--- src/rtl/ef_pwm32_seq_pkg.sv ---
// Shared types and constants for the PWM compare-update sequencer.
package ef_pwm32_seq_pkg;

    typedef enum logic [1:0] {
        ST_IDLE   = 2'd0,
        ST_A_ADDR = 2'd1,
        ST_B_ADDR = 2'd2,
        ST_B_DATA = 2'd3
    } seq_state_e;

    localparam logic [31:0] CMPA_OFS = 32'h0000_0000;
    localparam logic [31:0] CMPB_OFS = 32'h0000_0004;

    localparam logic [1:0] HTRANS_IDLE   = 2'b00;
    localparam logic [1:0] HTRANS_NONSEQ = 2'b10;

    localparam logic [2:0] HSIZE_WORD = 3'b010;

endpackage

--- src/rtl/ef_pwm32_seq_fifo.sv ---
// Synchronous FIFO holding {cmpa, cmpb} pairs; head entry is visible
// combinationally so a pop can load the holding registers on the same edge.
module ef_pwm32_seq_fifo #(
    parameter int DEPTH = 8,
    parameter int WIDTH = 64
) (
    input  logic                     HCLK,
    input  logic                     HRESETn,
    input  logic                     push,
    input  logic [WIDTH-1:0]         wr_data,
    input  logic                     pop,
    output logic [WIDTH-1:0]         rd_data,
    output logic [$clog2(DEPTH):0]   level,
    output logic                     full,
    output logic                     empty
);
    localparam int AW = $clog2(DEPTH);
    localparam int LW = AW + 1;

    logic [WIDTH-1:0] mem [DEPTH];
    logic [AW-1:0]    wr_ptr;
    logic [AW-1:0]    rd_ptr;
    logic             push_ok;
    logic             pop_ok;

    assign full    = (level == LW'(DEPTH));
    assign empty   = (level == '0);
    assign push_ok = push && !full;
    assign pop_ok  = pop && !empty;
    assign rd_data = mem[rd_ptr];

    // Storage array; no reset needed since occupancy gates every read.
    always_ff @(posedge HCLK) begin
        if (push_ok) begin
            mem[wr_ptr] <= wr_data;
        end
    end

    // Pointers wrap naturally at DEPTH (power of two); occupancy tracks push/pop.
    always_ff @(posedge HCLK or negedge HRESETn) begin
        if (!HRESETn) begin
            wr_ptr <= '0;
            rd_ptr <= '0;
            level  <= '0;
        end else begin
            if (push_ok) begin
                wr_ptr <= wr_ptr + 1'b1;
            end
            if (pop_ok) begin
                rd_ptr <= rd_ptr + 1'b1;
            end
            if (push_ok && !pop_ok) begin
                level <= level + LW'(1);
            end else if (pop_ok && !push_ok) begin
                level <= level - LW'(1);
            end
        end
    end

endmodule

--- src/rtl/ef_pwm32_seq.sv ---
// AHB-Lite master that writes one queued {cmpA, cmpB} pair into an ef_pwm32
// slave on each enabled period tick, as two pipelined word writes.
//
// state     | meaning
// ----------+-------------------------------------------------------
// ST_IDLE   | waiting for tick; HTRANS=IDLE, HADDR holds last value
// ST_A_ADDR | CMPA address phase (NONSEQ, HADDR=PWM_BASE)
// ST_B_ADDR | CMPB address phase + CMPA data phase (HWDATA=ha)
// ST_B_DATA | CMPB data phase (HWDATA=hb), HTRANS=IDLE
module ef_pwm32_seq
    import ef_pwm32_seq_pkg::*;
#(
    parameter int          DEPTH    = 8,
    parameter logic [31:0] PWM_BASE = 32'h0000_0000
) (
    input  logic                     HCLK,
    input  logic                     HRESETn,
    input  logic                     en,
    input  logic                     tick,
    input  logic                     cmd_valid,
    output logic                     cmd_ready,
    input  logic [31:0]              cmd_cmpa,
    input  logic [31:0]              cmd_cmpb,
    output logic [$clog2(DEPTH):0]   level,
    output logic                     busy,
    output logic                     underrun,
    output logic                     overrun,
    output logic [31:0]              HADDR,
    output logic [1:0]               HTRANS,
    output logic                     HWRITE,
    output logic [2:0]               HSIZE,
    output logic [31:0]              HWDATA,
    input  logic                     HREADY
);
    localparam logic [31:0] ADDR_A = PWM_BASE + CMPA_OFS;
    localparam logic [31:0] ADDR_B = PWM_BASE + CMPB_OFS;

    seq_state_e  state_q;
    seq_state_e  state_d;
    logic        fifo_full;
    logic        fifo_empty;
    logic        fifo_pop;
    logic [63:0] fifo_rd;
    logic [31:0] ha_q;
    logic [31:0] hb_q;
    logic [31:0] haddr_q;
    logic [31:0] hwdata_q;
    logic        tick_ok;
    logic        underrun_d;
    logic        overrun_d;

    assign cmd_ready = !fifo_full;
    assign tick_ok   = tick && en;

    ef_pwm32_seq_fifo #(
        .DEPTH (DEPTH),
        .WIDTH (64)
    ) u_fifo (
        .HCLK    (HCLK),
        .HRESETn (HRESETn),
        .push    (cmd_valid && cmd_ready),
        .wr_data ({cmd_cmpa, cmd_cmpb}),
        .pop     (fifo_pop),
        .rd_data (fifo_rd),
        .level   (level),
        .full    (fifo_full),
        .empty   (fifo_empty)
    );

    // State register.
    always_ff @(posedge HCLK or negedge HRESETn) begin
        if (!HRESETn) begin
            state_q <= ST_IDLE;
        end else begin
            state_q <= state_d;
        end
    end

    // Next-state, pop and error-pulse decode; ticks outside IDLE are dropped.
    always_comb begin
        state_d    = state_q;
        fifo_pop   = 1'b0;
        underrun_d = 1'b0;
        overrun_d  = 1'b0;
        case (state_q)
            ST_IDLE: begin
                if (tick_ok) begin
                    if (!fifo_empty) begin
                        fifo_pop = 1'b1;
                        state_d  = ST_A_ADDR;
                    end else begin
                        underrun_d = 1'b1;
                    end
                end
            end
            ST_A_ADDR: begin
                overrun_d = tick_ok;
                if (HREADY) state_d = ST_B_ADDR;
            end
            ST_B_ADDR: begin
                overrun_d = tick_ok;
                if (HREADY) state_d = ST_B_DATA;
            end
            ST_B_DATA: begin
                overrun_d = tick_ok;
                if (HREADY) state_d = ST_IDLE;
            end
            default: state_d = ST_IDLE;
        endcase
    end

    // Holding registers capture the popped pair so the FIFO may refill freely.
    always_ff @(posedge HCLK or negedge HRESETn) begin
        if (!HRESETn) begin
            ha_q <= '0;
            hb_q <= '0;
        end else if (fifo_pop) begin
            ha_q <= fifo_rd[63:32];
            hb_q <= fifo_rd[31:0];
        end
    end

    // Address/data registers follow the next state, so a stalled phase
    // simply reloads the same value and IDLE leaves them untouched.
    always_ff @(posedge HCLK or negedge HRESETn) begin
        if (!HRESETn) begin
            haddr_q  <= '0;
            hwdata_q <= '0;
        end else begin
            case (state_d)
                ST_A_ADDR: haddr_q <= ADDR_A;
                ST_B_ADDR: begin
                    haddr_q  <= ADDR_B;
                    hwdata_q <= ha_q;
                end
                ST_B_DATA: hwdata_q <= hb_q;
                default: ;
            endcase
        end
    end

    // Error pulses are registered so they appear the cycle after the tick.
    always_ff @(posedge HCLK or negedge HRESETn) begin
        if (!HRESETn) begin
            underrun <= 1'b0;
            overrun  <= 1'b0;
        end else begin
            underrun <= underrun_d;
            overrun  <= overrun_d;
        end
    end

    // Bus control decodes directly from the registered state.
    always_comb begin
        HTRANS = HTRANS_IDLE;
        HWRITE = 1'b0;
        if (state_q == ST_A_ADDR || state_q == ST_B_ADDR) begin
            HTRANS = HTRANS_NONSEQ;
            HWRITE = 1'b1;
        end
    end

    assign HSIZE  = HSIZE_WORD;
    assign HADDR  = haddr_q;
    assign HWDATA = hwdata_q;
    assign busy   = (state_q != ST_IDLE);

endmodule

--- config.mk ---
export PLATFORM = sky130hd
export DESIGN_NAME = ef_pwm32_seq
export DESIGN_NICKNAME = d
export VERILOG_FILES = /design/src/rtl/ef_pwm32_seq_pkg.sv /design/src/rtl/ef_pwm32_seq_fifo.sv /design/src/rtl/ef_pwm32_seq.sv
export SDC_FILE = /design/constraint.sdc
export NUM_CORES = 1
export LEC_CHECK = 0
export BUFFER_PORTS_ARGS = -buffer_cell sky130_fd_sc_hd__buf_2
export CAP_MARGIN = 15
export CORE_ASPECT_RATIO = 0.5
export CORE_MARGIN = 4
export CORE_UTILIZATION = 61
export CTS_CLUSTER_DIAMETER = 50
export DETAILED_ROUTE_END_ITERATION = 8
export PLACE_DENSITY_LB_ADDON = 0.25
export SLEW_MARGIN = 10
export SYNTH_ARGS = -nofsm -noshare
export SYNTH_HDL_FRONTEND = slang
export SYNTH_SLANG_ARGS = --single-unit
--- constraint.sdc ---
create_clock -name HCLK -period 9.3 [get_ports HCLK]
set_input_delay 1.86 -clock HCLK [delete_from_list [all_inputs] [get_ports HCLK]]
set_output_delay 1.86 -clock HCLK [all_outputs]
set_load 0.02 [all_outputs]
==> results of run 1 <==
-- cell type report --
cell class / count / area (um^2) / share of cell area, %
Antenna cell: 2 / 5.00 / 0.0186
Clock buffer: 82 / 1520 / 5.66
Clock inverter: 12 / 139 / 0.516
Inverter: 8 / 30.0 / 0.112
Multi-Input combinational cell: 487 / 5640 / 21.0
Sequential cell: 623 / 18200 / 67.5
Tap cell: 530 / 663 / 2.46
Timing Repair Buffer: 136 / 743 / 2.76
-- flip-flops by register name, summed over array words and instances (netlist names) --
register	cells
state_q	2
u_fifo.wr_ptr	3
ha_q	32
u_fifo.level	4
u_fifo.mem	512
hb_q	32
HWDATA	32
overrun	1
underrun	1
HADDR	1
u_fifo.rd_ptr	3
-- cells in the mapped netlist (9+ instances only) --
cell type,instances,area share (%)
a21oi_1,66,1.4
buf_1,9,0.14
buf_2,26,0.54
buf_4,36,1.1
clkbuf_1,21,0.33
dfrtp_1,111,11
edfxtp_1,512,64
ha_1,12,0.62
mux2_2,39,1.8
mux2_4,29,1.8
mux2i_1,65,2.7
mux4_2,128,12
nor2_1,74,1.1
-- per-layer routing --
| layer | GRT usage, % | wire length [um] |
|---|---|---|
| met1 | 35.9 | 20800 |
| met2 | 35.9 | 23200 |
| met3 | 4.49 | 3690 |
| met4 | 5.59 | 1130 |
| met5 | 0 | 23 |
-- kinds of logic after synthesis --
kind of cell / share of synthesized area, %
AOI/OAI and AO/OA: 1.71
adders and majority gates: 0.704
DFF: 75.1
other: 0.0311
xor gates and xnor gates: 0.217
buffers and inverters: 2.39
and+or+nand+nor: 1.66
muxes: 18.2
-- final timing paths --
check / endpoint / slack, ns
setup / recovery: HWDATA[15] / 5.15
hold reg to reg: HWDATA[22] / 0.51
max in group asynchronous: hb_q[21] / 6.73
min in group asynchronous: u_fifo.level[3] / 1.30
hold / removal: HWDATA[22] / 0.51
setup reg to reg: hb_q[28] / 5.72
-- power breakdown --
| group | leakage (nW) | internal (W) | switching, W | total, W |
|---|---|---|---|---|
| clock network | 0.816 | 0.00121 | 0.000936 | 0.00214 |
| logic | 2.65 | 0.00129 | 0.00146 | 0.00275 |
| registers | 5.89 | 0.00363 | 0.000387 | 0.00402 |
-- through the flow --
step / area (um^2) / power (W) / hold WS (ns) / utilization [%]
final: 26900 / 0.00891 / 0.513 / 69.0
after global routing: 26900 / 0.00931 / 0.539 / 69.0
after CTS: 26900 / 0.00898 / 0.514 / 69.0
after detailed placement: 25200 / 0.00683 / 0.490 / 64.7
after global placement: 25200 / 0.00674 / 0.499 / 64.7
after floorplan: 24300 / 0.00599 / 0.480 / -
-- worst max-delay path, cell delays in order --
cell	delay, ns
buf_2	0.10
inv_1	0.05
a2111oi_0	0.52
a221o_2	0.21
buf_4	0.52
inv_1	0.19
ha_1	0.25
buf_4	0.26
mux2_2	0.34
mux2_4	0.27
==> flow_summary.ini, run 1 <==
[timing]
finalMaxSlewViolations = 0
fmax_mhz = 241
fin_crit_sh_pct = 44.6
hold_violations = 0
relSlewSlack_pct = 35.8
tns_ns = 0
rsz0062_at_grt = no
worst_clock_skew_ns = 0.0138
tightestPinTransition_ns = 0.962
setup_slack_ns = 5.15
fin_crit_ns = 4.15
finalSetupViolations = 0

[routing]
first_pass_iters = 7
wl_um = 48800
viasPerCell = 6.03
post_drt_wl_per_cell_um = 26.0
vias = 11300
route.antenna.remaining_nets = 0
remaining_drc_errors = 0
drtIter0Drc = 1332

[place]
portBuffers = 112
placedCellCount = 1784
place_congestion = 0.802
dp_hpwl_um = 28900
dpl_worst_slack_ns = 4.69

[die]
initial_core_util_pct = 62.0
die_y_um = 149
die_w_um = 290
ioPinCount = 148
num_rows = 51
dieArea_um2 = 43100
coreArea_um2 = 39000

[synthesis]
syn_inst = 1180
syn-cell-area_um2 = 24200
async_reset_ff_share_pct = 17.8
syn_area_per_cell_um2 = 20.5
synthFlopType = edfxtp_1
synth_warnings = 0
ys_ff_latch = 623
ys_types = 33
synth-edff-count = 512
yosysSeqAreaShare_pct = 75.1

[finish]
final_common_cell = edfxtp_1
stdcell_count = 1880
final_cell_mix = edfxtp_1, mux4_2, buf_2
drive_gt1_share_pct = 31.2
area_growth_pct = 11.3
final_nets = 1390
fill_cells = 2395

[min_path]
worstHoldStart = HWDATA[22]
hold_path.class = reg -> reg
min_path_cells = 1

[critical_path]
cp-startpoint = HREADY
critical_path.endpoint_type = register
startpoint_type = input pin
cp.arrival_ns = 4.61
worstSetupPathType = in -> reg
critPathRequiredTime_ns = 9.76
worstRegToRegCells = 5
r2r-start = u_fifo.rd_ptr[1]
cp_max_fo = 33

[clock_network]
cts-resized-gates = 0
cts_tree = built
clockBufferDepth = 3
cts_setup_buffers = 0
worstSkewPairLatency_ns = 0.58
root_buffer = clkbuf_16
htree_levels = 2
cts_hold_buffers = 0
numClockSinks = 623
clk_pin_slew_worst_paths_ns = 0.07
numCtsBuffers = 51

[power]
p_leak_nw = 9.35
vdd_drop_max_mv = 0.201
power_density_nw_per_um2 = 331

[global_route]
grt_pass1_wl_um = 73600
grtUsageTotal_pct = 23.4
overflow = 0
grt_max_degree = 92
grt_antenna_before_repair = 5
first_global_vias = 11600

[flow_run]
cap_violations = 0

[outcome]
status = finished, final reports clean
No activity file was read; power rests on OpenSTA's default activity.
==> inputs of run 2 (changes only) <==
Settings changed: CORE_UTILIZATION 61 to 54.
Clock period 9.3 ns to 3.8 ns, I/O delays scaled along.
==> flow_summary.ini, run 2 (synthesis gave the netlist of run 1 again) <==
[routing]
wl_met2_um = 24300
post_drt_wl_per_cell_um = 25.7
viasPerCell = 5.86
vias = 11400
first_pass_iters = 5
met1_length_um = 22000
wl_met3_um = 3090
drtIter0Drc = 1114
dr.max_layer_used = met4
route.antenna.remaining_nets = 0
remaining_drc_errors = 0
wl_um = 50200

[finish]
final_nets = 1404
final_cell_mix = edfxtp_1, mux4_2, buf_2
seqCellArea_um2 = 18200
final_common_cell = edfxtp_1
largest-register = u_fifo.mem
stdcell_count = 1953
multi_input_area_um2 = 5650
drive_gt1_share_pct = 31.3
area_growth_pct = 12.8
fill_cells = 3042
largest_register_ff_count = 512

[power]
total_power_w = 0.0219
swShare_pct = 31.6
switchingPower_w = 0.00694
p_clk_share_pct = 23.5
power_density_nw_per_um2 = 804
p_seq_share_pct = 44.5
p_leak_nw = 9.46
p_int_w = 0.0150
vdd_drop_max_mv = 0.416
combPwrFrac_pct = 32.0

[timing]
tightestPinTransition_ns = 0.946
fmax_mhz = 337
fin_crit_ns = 2.97
rsz0062_at_grt = no
finalMaxSlewViolations = 0
whs_ns = 0.320
finalSetupViolations = 0
relSlewSlack_pct = 36.7
fin_crit_sh_pct = 78.1
worst_clock_skew_ns = 0.0263
hold_violations = 0

[place]
dp_hpwl_um = 29800
portBuffers = 112
placedCellCount = 1855
place_congestion = 0.785

[clock_network]
cts_setup_buffers = 0
cts_tree = built
htree_levels = 2
worstSkewPairLatency_ns = 0.58
numCtsBuffers = 52
cts_hold_buffers = 0
clk_pin_slew_worst_paths_ns = 0.07
cts-resized-gates = 0
clockBufferDepth = 3
numClockSinks = 623
root_buffer = clkbuf_16

[min_path]
hold_path.class = in -> async

[critical_path]
critPathRequiredTime_ns = 4.25
cp_max_fo = 6
cp.arrival_ns = 3.42
worstSetupPathType = reg -> reg
r2r_setup_slack_ns = 0.83
critical_path.endpoint_type = register
startpoint_type = register
worstRegToRegCells = 8
r2r-start = u_fifo.level[0]
cp-startpoint = u_fifo.level[0]
worstReg2RegEnd = u_fifo.level[3]

[global_route]
first_global_vias = 11800
grt_pass1_wl_um = 75400
grt_antenna_before_repair = 3
grt_max_degree = 132
overflow = 0
grtUsageTotal_pct = 21.1

[die]
ioPinCount = 148
die_w_um = 307
initial_core_util_pct = 55.1
dieArea_um2 = 48400
num_rows = 54
die_y_um = 158
coreArea_um2 = 43900

[outcome]
status = finished, final reports clean

[flow_run]
cap_violations = 0
==> run 2: cell count changes in the layout (fill, tap and decap cells not counted), moves of 2 or more <==
cell,change
buf_12,+18
clkinv_1,+10
buf_4,-5
clkbuf_4,-5
clkbuf_8,-4
nor3_2,-2
nor3_4,+2
==> run 2: layer usage <==
metal | up-vias | track usage [%]
met5 | - | 0
met3 | 58 | 3.33
li1 | 4920 | -
met1 | 6119 | 31.5
met4 | 0 | 4.08
met2 | 351 | 34.1
==> run 2: critical path: stages (launching register included) <==
cell	delay [ns]
dfrtp_1	0.48
or4b_1	0.55
and2_1	0.26
ha_1	0.26
inv_1	0.16
ha_1	0.27
a21o_1	0.23
a2111oi_0	0.46
o31ai_1	0.15
==> run 2: power groups by stage <==
stage,logic [W],registers [W],clock network (W)
2_1_floorplan,0.00495,0.00969,0
3_3_place_gp,0.00691,0.00984,0
3_5_place_dp,0.00709,0.00991,0
4_1_cts,0.00713,0.00978,0.00522
5_1_grt,0.00750,0.00990,0.00555
6_report,0.00701,0.00976,0.00515
==> run 2: layout make-up <==
| type | instances | share of cell area [%] |
|---|---|---|
| sequential | 623 | 66.6 |
| multi-input combinational | 487 | 20.7 |
| clock buffer | 74 | 5.34 |
| timing repair buffer | 149 | 3.91 |
| tap | 588 | 2.70 |
| clock inverter | 23 | 0.610 |
| inverter | 8 | 0.110 |
| antenna | 1 | 0.00918 |
==> run 2: worst max-delay path by stage <==
| stage | cells past startpoint | end | slack (ns) |
|---|---|---|---|
| 6_report | 8 | u_fifo.level[3] | 0.83 |
| 5_1_grt | 8 | u_fifo.level[3] | 0.67 |
| 4_1_cts | 8 | u_fifo.level[3] | 0.83 |
| 3_5_place_dp | 10 | u_fifo.level[3] | 0.81 |
| 3_3_place_gp | 9 | HWDATA[16] | 0.93 |
| 2_1_floorplan | 5 | u_fifo.mem[6][0] | -0.76 |
==> run 2: per-stage QoR <==
stage / setup WS (ns) / cell area [um^2] / setup TNS (ns) / utilization, %
2_1_floorplan: -0.764 / 24300 / -358.70 / -
3_3_place_gp: 0.933 / 25600 / 0 / 58.4
3_5_place_dp: 0.814 / 25600 / 0 / 58.4
4_1_cts: 0.827 / 27300 / 0 / 62.1
5_1_grt: 0.669 / 27300 / 0 / 62.1
6_report: 0.833 / 27300 / 0 / 62.1
==> inputs of run 3 (changes only) <==
Clock period 3.8 ns to 2.7 ns, I/O delays scaled along.
==> flow_summary.ini, run 3 (synthesis gave the netlist of run 1 again) <==
[outcome]
status = finished, final reports clean

[routing]
wl_um = 48000
drtIter0Drc = 1039
first_pass_iters = 5
route.antenna.remaining_nets = 0
viasPerCell = 5.76
vias = 11300
post_drt_wl_per_cell_um = 24.4
remaining_drc_errors = 0

[finish]
largest_register_ff_count = 512
final_common_cell = edfxtp_1
final_cell_mix = edfxtp_1, mux4_2, buf_2
largest-register = u_fifo.mem
drive_gt1_share_pct = 34.7
final_nets = 1417
area_growth_pct = 14.9
stdcell_count = 1968
fin_area_um2 = 27800

[die]
initial_core_util_pct = 55.1
die_w_um = 307
dieArea_um2 = 48400
die_y_um = 158
num_rows = 54
ioPinCount = 148
coreArea_um2 = 43900

[clock_network]
cts_tree = built
numClockSinks = 623
numCtsBuffers = 53
root_buffer = clkbuf_16
clk_pin_slew_worst_paths_ns = 0.06
htree_levels = 2
worstSkewPairLatency_ns = 0.59
clockBufferDepth = 3

[min_path]
min_path_cells = 1
hold_end = u_fifo.mem[1][23]
worstHoldStart = cmd_cmpb[23]
hold_path.class = in -> reg

[timing]
fmax_mhz = 381
finalSetupViolations = 0
finalMaxSlewViolations = 0
tightestPinTransition_ns = 1.07
setup_slack_ns = 0.0739
hold_violations = 0
fin_crit_sh_pct = 97.3
worst_clock_skew_ns = 0.0176
fin_crit_ns = 2.63
relSlewSlack_pct = 28.4

[place]
dpl_worst_slack_ns = -0.0305
dp_hpwl_um = 27800
place_area_um2 = 25800
place_congestion = 0.739
portBuffers = 112
placedCellCount = 1862

[critical_path]
critical_path.endpoint_type = register
cp.arrival_ns = 3.07
worstReg2RegEnd = u_fifo.level[3]
r2r-start = u_fifo.level[0]
startpoint_type = register
worstSetupPathType = reg -> reg
cp_max_fo = 6
r2r_setup_slack_ns = 0.07
worstRegToRegCells = 9
critPathRequiredTime_ns = 3.15

[power]
power_density_nw_per_um2 = 1150
p_seq_share_pct = 42.4
p_leak_nw = 9.74
vdd_drop_max_mv = 0.644
swShare_pct = 30.2
combPwrFrac_pct = 32.6
p_clk_share_pct = 25.0
switchingPower_w = 0.00960
p_int_w = 0.0222

[global_route]
grt_antenna_before_repair = 1
grt_max_degree = 132
overflow = 0
grt_pass1_wl_um = 72500
grtUsageTotal_pct = 19.9
first_global_vias = 11800

[flow_run]
cap_violations = 0
run 3: worst max-delay path by stage:
stage / start / to / slack [ns] / depth (start not counted)
after floorplan: u_fifo.level[3] / u_fifo.mem[0][0] / -0.44 / 5
after global placement: state_q[0] / HWDATA[14] / 0.13 / 9
after detailed placement: u_fifo.level[0] / u_fifo.level[3] / -0.03 / 9
after CTS: state_q[0] / HWDATA[29] / 0.007 / 9
after global routing: u_fifo.level[0] / u_fifo.level[3] / -0.007 / 9
final: u_fifo.level[0] / u_fifo.level[3] / 0.07 / 9
run 3: layout make-up:
| class | count | area [um^2] |
|---|---|---|
| Antenna cell | 1 | 2.50 |
| Clock buffer | 67 | 1530 |
| Clock inverter | 33 | 330 |
| Fill cell | 2936 | 16100 |
| Inverter | 8 | 32.5 |
| Multi-Input combinational cell | 487 | 5740 |
| Sequential cell | 623 | 18200 |
| Tap cell | 588 | 736 |
| Timing Repair Buffer | 161 | 1230 |
run 3: critical path: stages, from the launching register on:
cell and delay, ns:
dfrtp_2 0.46, or4b_4 0.53, and2_4 0.20, ha_2 0.22, inv_2 0.11, ha_1 0.23, a21o_1 0.22, a21oi_2 0.18
mux2i_1 0.24, o31ai_1 0.10
run 3: power groups by stage:
stage / Clock, W / Sequential (W) / Combinational [W]
floorplan: 0 / 0.0136 / 0.00739
global placement: 0 / 0.0136 / 0.0100
detailed placement: 0 / 0.0137 / 0.0102
CTS: 0.00811 / 0.0135 / 0.0103
global route: 0.00856 / 0.0137 / 0.0112
finish: 0.00795 / 0.0135 / 0.0104
run 3: per-layer routing:
layer  vias to the layer above  share of wire, %  track usage (%)
met5                         -                 0                0
met4                         0               1.4             3.77
met3                        57               4.7             2.97
met2                       300                51             34.4
met1                      6037                43             27.9
li1                       4938                 -                -
run 3: stage by stage:
step                util, %  TNS (ns)  hold slack [ns]  power (W)
floorplan                 -    -55.64            0.244     0.0210
global placement       58.8         0            0.498     0.0236
detailed placement     58.8   -0.0305            0.498     0.0239
CTS                    63.1         0            0.189     0.0319
global route           63.3  -0.00736            0.208     0.0334
finish                 63.3         0            0.223     0.0318
run 3: repair_timing:
action                                  CTS  global route
buffers inserted                          0             2
gates resized for setup                   1             4
hold buffers                              1             0
endpoints found under the setup margin    1            33
cloned                                    0             2
hold endpoints to repair                 31             0
